[src/rtl/mem_bus_arbiter.sv]
// Two-master arbiter/sequencer for the unified memory map.
// Master 0 is the CPU and master 1 is the DMA/loader. The winner's request is latched
// and driven onto the single memory port. The block waits out the one-cycle sync-read
// latency, then returns registered read data and a one-cycle ack.
// Optional build macro: MEM_ARB_ROM_WP_EN. When defined, a write below ROM_TOP is not
// sent to memory; the owner gets its ack with the err flag set.
module mem_bus_arbiter #(
    parameter int unsigned       ADDR_W   = 8,
    parameter int unsigned       DATA_W   = 8,
    parameter int unsigned       ARB_MODE = 0,
    parameter logic [ADDR_W-1:0] ROM_TOP  = 8'h80
) (
    input  logic              clk,
    input  logic              reset,
    input  logic              m0_req,
    input  logic              m0_we,
    input  logic [ADDR_W-1:0] m0_addr,
    input  logic [DATA_W-1:0] m0_wdata,
    output logic              m0_ack,
    output logic [DATA_W-1:0] m0_rdata,
    output logic              m0_err,
    input  logic              m1_req,
    input  logic              m1_we,
    input  logic [ADDR_W-1:0] m1_addr,
    input  logic [DATA_W-1:0] m1_wdata,
    output logic              m1_ack,
    output logic [DATA_W-1:0] m1_rdata,
    output logic              m1_err,
    output logic [ADDR_W-1:0] mem_address,
    output logic              mem_write,
    output logic [DATA_W-1:0] mem_data_in,
    input  logic [DATA_W-1:0] mem_data_out,
    output logic              busy,
    output logic              grant_id
);

`ifdef MEM_ARB_ROM_WP_EN
    localparam bit WpEn = 1'b1;
`else
    localparam bit WpEn = 1'b0;
`endif

    typedef enum logic [1:0] {StIdle, StIssue, StRdWait, StDone} state_e;

    state_e            state_q, state_d;
    logic              owner_q, owner_d;
    logic              we_q, we_d;
    logic              wp_q, wp_d;
    logic              last_grant_q, last_grant_d;
    logic [ADDR_W-1:0] addr_q, addr_d;
    logic [DATA_W-1:0] wdata_q, wdata_d;
    logic              mem_write_q, mem_write_d;
    logic              busy_q, busy_d;
    logic              m0_ack_q, m0_ack_d, m1_ack_q, m1_ack_d;
    logic              m0_err_q, m0_err_d, m1_err_q, m1_err_d;
    logic [DATA_W-1:0] m0_rdata_q, m0_rdata_d, m1_rdata_q, m1_rdata_d;

    logic              win;
    logic              sel_we;
    logic [ADDR_W-1:0] sel_addr;
    logic [DATA_W-1:0] sel_wdata;
    logic              sel_wp;

    // Winner selection and the winner's request fields
    always_comb begin
        win = 1'b0;
        if (m0_req && m1_req) begin
            win = (ARB_MODE == 1) ? 1'b0 : ~last_grant_q;
        end else if (m1_req) begin
            win = 1'b1;
        end
        sel_we    = win ? m1_we    : m0_we;
        sel_addr  = win ? m1_addr  : m0_addr;
        sel_wdata = win ? m1_wdata : m0_wdata;
        sel_wp    = WpEn && sel_we && (sel_addr < ROM_TOP);
    end

    // Next-state and registered-output logic
    always_comb begin
        state_d      = state_q;
        owner_d      = owner_q;
        we_d         = we_q;
        wp_d         = wp_q;
        last_grant_d = last_grant_q;
        addr_d       = addr_q;
        wdata_d      = wdata_q;
        mem_write_d  = 1'b0;
        m0_ack_d     = 1'b0;
        m1_ack_d     = 1'b0;
        m0_err_d     = m0_err_q;
        m1_err_d     = m1_err_q;
        m0_rdata_d   = m0_rdata_q;
        m1_rdata_d   = m1_rdata_q;

        case (state_q)
            StIdle: begin
                if (m0_req || m1_req) begin
                    owner_d     = win;
                    we_d        = sel_we;
                    wp_d        = sel_wp;
                    addr_d      = sel_addr;
                    wdata_d     = sel_wdata;
                    // Write strobe is high only while in ISSUE; a protected write never strobes
                    mem_write_d = sel_we && !sel_wp;
                    state_d     = StIssue;
                end
            end
            StIssue: begin
                if (we_q) begin
                    m0_ack_d = ~owner_q;
                    m1_ack_d = owner_q;
                    if (owner_q) m1_err_d = wp_q;
                    else         m0_err_d = wp_q;
                    state_d = StDone;
                end else begin
                    state_d = StRdWait;
                end
            end
            StRdWait: begin
                // Memory data for the address presented in ISSUE is valid now
                if (owner_q) begin
                    m1_rdata_d = mem_data_out;
                    m1_err_d   = 1'b0;
                end else begin
                    m0_rdata_d = mem_data_out;
                    m0_err_d   = 1'b0;
                end
                m0_ack_d = ~owner_q;
                m1_ack_d = owner_q;
                state_d  = StDone;
            end
            StDone: begin
                last_grant_d = owner_q;
                state_d      = StIdle;
            end
            default: state_d = StIdle;
        endcase

        busy_d = (state_d != StIdle);
    end

    // State and output registers; reset aborts any transaction without an ack
    always_ff @(posedge clk) begin
        if (reset) begin
            state_q      <= StIdle;
            owner_q      <= 1'b0;
            we_q         <= 1'b0;
            wp_q         <= 1'b0;
            last_grant_q <= 1'b1;
            addr_q       <= '0;
            wdata_q      <= '0;
            mem_write_q  <= 1'b0;
            busy_q       <= 1'b0;
            m0_ack_q     <= 1'b0;
            m1_ack_q     <= 1'b0;
            m0_err_q     <= 1'b0;
            m1_err_q     <= 1'b0;
            m0_rdata_q   <= '0;
            m1_rdata_q   <= '0;
        end else begin
            state_q      <= state_d;
            owner_q      <= owner_d;
            we_q         <= we_d;
            wp_q         <= wp_d;
            last_grant_q <= last_grant_d;
            addr_q       <= addr_d;
            wdata_q      <= wdata_d;
            mem_write_q  <= mem_write_d;
            busy_q       <= busy_d;
            m0_ack_q     <= m0_ack_d;
            m1_ack_q     <= m1_ack_d;
            m0_err_q     <= m0_err_d;
            m1_err_q     <= m1_err_d;
            m0_rdata_q   <= m0_rdata_d;
            m1_rdata_q   <= m1_rdata_d;
        end
    end

    assign mem_address = addr_q;
    assign mem_write   = mem_write_q;
    assign mem_data_in = wdata_q;
    assign busy        = busy_q;
    assign grant_id    = owner_q;
    assign m0_ack      = m0_ack_q;
    assign m1_ack      = m1_ack_q;
    assign m0_err      = m0_err_q;
    assign m1_err      = m1_err_q;
    assign m0_rdata    = m0_rdata_q;
    assign m1_rdata    = m1_rdata_q;

endmodule

[config.mk]
export PLATFORM = sky130hd
export DESIGN_NAME = mem_bus_arbiter
export DESIGN_NICKNAME = d
export VERILOG_FILES = /design/src/rtl/mem_bus_arbiter.sv
export SDC_FILE = /design/constraint.sdc
export NUM_CORES = 1
export LEC_CHECK = 0
export ABC_AREA = 1
export CORE_MARGIN = 5
export CORE_UTILIZATION = 43
export CTS_BUF_LIST = sky130_fd_sc_hd__clkbuf_4 sky130_fd_sc_hd__clkbuf_8
export CTS_CLUSTER_DIAMETER = 30
export DETAILED_ROUTE_END_ITERATION = 8
export HOLD_SLACK_MARGIN = 0.06
export PLACE_DENSITY = 0.9
export SLEW_MARGIN = 30
export SYNTH_ARGS = -nofsm -noshare
export SYNTH_HDL_FRONTEND = slang
export SYNTH_SLANG_ARGS = --single-unit
[constraint.sdc]
create_clock -name clk -period 1.8 [get_ports clk]
set_input_delay 0.45 -clock clk [delete_from_list [all_inputs] [get_ports clk]]
set_output_delay 0.45 -clock clk [all_outputs]
set_load 0.1 [all_outputs]
Word-level counts from Yosys, hierarchy flattened
Cells that the tools add are included.
- word-level logic and storage cells: 55
- input port bits: 46
- register bits: 43
- output and inout bits: 39
- eq/ne operators: 8
- reductions and logical operators: 11
- bitwise operators: 4
- muxes and demuxes: 18
- operators by type and width (operator ; number):
    2-to-1 mux 8 bit ; 2
    2-to-1 mux 1 bit ; 10
    inequality test 2 bit, second input constant ; 5
    one-hot mux 1 bit (2 select lines) ; 4
    one-hot mux 2 bit (4 select lines) ; 1
    AND reduction 4 bit ; 2
    AND reduction 2 bit ; 3
    == test 2 bit, second input constant ; 2
    NOT 1 bit ; 4
    nonzero test 2 bit ; 2
    OR reduction 3 bit ; 1
    == test 2 x 1 -> 1 bit, second input constant ; 1
    zero test 2 bit ; 1
    2-to-1 mux 2 bit ; 1
    logical AND 1 bit ; 1
    logical OR 1 bit ; 1

Logic depth before layout (Yosys ltp)
- depth in word-level cells: 4
- gate-level depth with buffers: 8
- depth with buffers taken out: 7

Worst setup path after synthesis
OpenSTA, ideal clock, no wires.
- path type: register -> register
- start: register owner_q (netlist: grant_id)
- end: register m1_rdata_q[0] (netlist: m1_rdata[0])
- required time: 1735 ps
- stages on the path, launching flop included: 5
- data arrival time: 1695 ps
- slack: 40 ps
- clock period less this slack: 1760 ps
- buffers on the path: 0
- cells stage by stage: dfxtp_1 -> nand2_1 -> inv_2 -> nor2_1 -> nor2_1
- longest elaborated chain between the ends: 1
- ends and longest elaborated chain (element ; line ; source):
    from (decl) ; 46 ; logic owner_q, owner_d;
    from (signal assigned) ; 162 ; owner_q <= owner_d;
    AND reduction 2 bit (no line) ; -- ;
    to (signal assigned) ; 175 ; m1_rdata_q <= m1_rdata_d;
    to (decl) ; 56 ; logic [DATA_W-1:0] m0_rdata_q, m0_rdata_d, m1_rdata_q, m1_rdata_d;
Every way passes these cells.
A chain may end at the register's enable or synchronous reset.

Final worst setup path
- start: input m1_req
- end: register wdata_q[3] (netlist: mem_data_in[3])
- longest elaborated chain between the ends: 3
- ends and longest elaborated chain (element ; line ; source):
    from (decl) ; 22 ; input logic m1_req,
    2-to-1 mux 1 bit / logical AND 1 bit (equally long branches) ; 69, 67 ;
    2-to-1 mux 1 bit ; 67 ; if (m0_req && m1_req) begin
    2-to-1 mux 8 bit ; 74 ; sel_wdata = win ? m1_wdata : m0_wdata;
    to (signal assigned) ; 167 ; wdata_q <= wdata_d;
    to (decl) ; 51 ; logic [DATA_W-1:0] wdata_q, wdata_d;
Several ways; a longest one is shown, not always the timed one.

==> results.py <==
metrics = {
    "floorplanning": {
        "core-area_um2": 4380,
        "die_area_um2": 5980,
        "boundaryPins": 85,
        "die_w_um": 77.3,
        "start_util_pct": 44.4,
        "die_h_um": 77.3,
        "row_count": 24,
    },
    "power": {
        "combPwrFrac_pct": 66.2,
        "power.switching_uw": 3160,
        "vdd_drop_max_mv": 1.10,
        "p_per_area_nw_per_um2": 1830,
        "power.total_uw": 6050,
        "p_seq_share_pct": 24.1,
        "p_sw_share_pct": 52.2,
        "clkPwrFrac_pct": 9.8,
        "power.leakage_uw": 0.00149,
        "p_int_uw": 2900,
    },
    "clock_tree": {
        "cts_resized": 0,
        "cts_buffers": 5,
        "clockRootBuffer": "clkbuf_8",
        "cts_tree": "done",
        "cts.clk_slew.worst_paths_ns": 0.08,
        "cts_buffer_depth": 2,
        "htreeDepth": 2,
        "clk_latency_ns": 0.29,
        "cts_sinks": 41,
        "postCtsSetupBuffers": 0,
        "cts_hold_buffers": 0,
    },
    "setup_path": {
        "critical_path_required_ns": 1.99,
        "start_kind": "primary input",
        "cp_slowest_cell": "clkdlybuf4s50_1",
        "critical_path.cell_chain": "clkdlybuf4s50_1, buf_4, a21boi_0, nor2_1, nor2_1",
        "max_stage_delay_ns": 0.60,
        "cp-end-kind": "flop",
        "cpMostUsedCell": "nor2_1",
        "worst_ep_arrival_time_ns": 1.72,
        "ff2ff_path_depth": 7,
        "critical_path_class": "in2reg",
        "cp_max_fo": 30,
    },
    "timing": {
        "fin_setup_tns_ns": 0,
        "rsz0062_at_grt": "no",
        "fin_ws_ns": 0.272,
        "slew_viol_final": 0,
        "fmax_mhz": 654,
        "finalCriticalPeriod_ns": 1.53,
        "period_share_pct": 84.9,
        "clock_skew_ns": 0.00564,
        "setup_viol": 0,
        "hold_viol_final": 0,
        "whs_ns": 0.481,
    },
    "detailed_routing": {
        "routed_wirelength_mm": 5.12,
        "drt.antenna.violating_nets": 0,
        "wl_per_cell_um": 12.3,
        "viasPerCell": 4.79,
        "drc_errors": 0,
        "vias": 1997,
        "drtIter0Drc": 84,
        "drtPass1Iterations": 4,
    },
    "worst_hold_path": {
        "worstHoldPathCells": 2,
        "hold_class": "reg2reg",
    },
    "yosys": {
        "syn_avg_cell_area_um2": 6.98,
        "ys_types": 21,
        "synth.ff_latch_count": 41,
        "postSynth.asyncResetShare_pct": 0,
        "synth_edf_count": 0,
        "syn_area_um2": 1950,
        "ys.flop_type": "dfxtp_1",
        "syn_inst": 279,
        "yosysWarnings": 0,
        "ys_seq_area_share_pct": 42.1,
    },
    "global_route": {
        "grt_first_pass_wirelength_mm": 8.15,
        "grt_pass1_vias": 1917,
        "grt_use_total_pct": 16.8,
        "grt_max_degree": 36,
        "overflow": 0,
        "antenna_found_initial": 0,
    },
    "placement": {
        "gp_congestion": 0.800,
        "numPortBuffers": 82,
        "place_hpwl_mm": 4.07,
        "place_ws_ns": -0.0350,
        "placed_cell_area_um2": 3210,
    },
    "finish": {
        "areaGrowthSynthToFinish_pct": 69.4,
        "num-nets-final": 415,
        "antenna_cells": 0,
        "fin_area_um2": 3300,
        "drive_gt1_share_pct": 17.0,
    },
    "outcome": {
        "run_status": "completed",
    },
    "run": {
        "drv_cap": 0,
    },
}
-- layout by cell type, fill, tap and decap left out --
| master | instances |
|---|---|
| nor2_1 | 68 |
| conb_1 | 2 |
| nand2_1 | 58 |
| buf_4 | 6 |
| clkinvlp_4 | 1 |
| inv_2 | 2 |
| o21ai_4 | 1 |
| nor2_2 | 2 |
| clkdlybuf4s50_1 | 45 |
| clkbuf_8 | 5 |
| nor2_4 | 1 |
| dfxtp_1 | 41 |
| clkinv_2 | 2 |
| ha_1 | 5 |
| a21boi_1 | 12 |
| a21boi_0 | 4 |
| buf_12 | 40 |
| nand3_1 | 22 |
| o21ai_0 | 18 |
| a21oi_2 | 1 |
| inv_1 | 27 |
| a21oi_1 | 1 |
| nand2_2 | 1 |
-- per-stage QoR --
step | instances | util [%]
after floorplan | 280 | -
after global placement | 409 | 73.3
after detailed placement | 409 | 73.3
after CTS | 417 | 75.3
after global routing | 417 | 75.3
final | 417 | 75.3
-- synth_stat cells, types with 2 or more instances --
cell / count / area share (%)
buf_6: 4 / 2.3
nand3_1: 22 / 5.7
buf_4: 3 / 1.2
nor2_2: 2 / 0.64
buf_2: 4 / 1.0
inv_1: 27 / 5.2
a21boi_0: 4 / 1.5
dfxtp_1: 41 / 42
o21ai_0: 18 / 4.6
a21boi_1: 12 / 4.6
clkbuf_1: 3 / 0.58
inv_2: 2 / 0.39
nand2_1: 58 / 11
nor2_1: 68 / 13
ha_1: 5 / 3.2
-- state kept, by name (all words and copies together), names as in the netlist, 2 cells and up --
signal,cells
m0_rdata,8
m1_rdata,8
mem_address,8
mem_data_in,8
state_q,2
-- layer usage --
metal	routed length, µm	global-route usage (%)
met3	440	5.97
met4	95	7.22
met1	2070	18.3
met5	0	0
met2	2510	29.1
-- worst paths after layout --
path	startpoint	slack [ns]	to
max	m1_req	0.27	mem_data_in[3]$_SDFFE_PP0P_
min	we_q$_SDFFE_PP0P_	0.48	we_q$_SDFFE_PP0P_
max reg2reg	state_q[0]$_SDFF_PP0_	0.34	m0_rdata[0]$_SDFFE_PP0P_
min reg2reg	we_q$_SDFFE_PP0P_	0.48	we_q$_SDFFE_PP0P_
-- power by group through the flow --
stage	clock network (µW)	registers, µW	logic, µW
2_1_floorplan	0	3050	939
3_3_place_gp	0	1470	3960
3_5_place_dp	0	1480	4020
4_1_cts	601	1460	4030
5_1_grt	645	1490	4210
6_report	593	1460	4000
-- kinds of logic (layout without fill, tap and decap cells) --
logic type      count (synthesis)  after routing  share of synthesized area [%]
compound gates                 37             37                           12.3
fa+ha+maj                       5              5                           3.21
buf+inv                        43            128                           10.7
flops                          41             41                           42.1
other cells                     1              2                          0.192
simple gates                  152            152                           31.5
-- worst max-delay path: cells and delay by family --
kind | cells | cell delay (ns)
and+or+nand+nor | 2 | 0.18
buffers and inverters | 2 | 0.94
AOI/OAI and AO/OA | 1 | 0.14
-- final cells by class --
class	instances	area, µm²
Timing Repair Buffer	91	1300
Tap cell	52	65.1
Multi-Input combinational cell	196	923
Fill cell	312	1080
Clock inverter	3	17.5
Inverter	29	109
Clock buffer	5	68.8
Sequential cell	41	821
No activity file was read; power rests on OpenSTA's default activity.
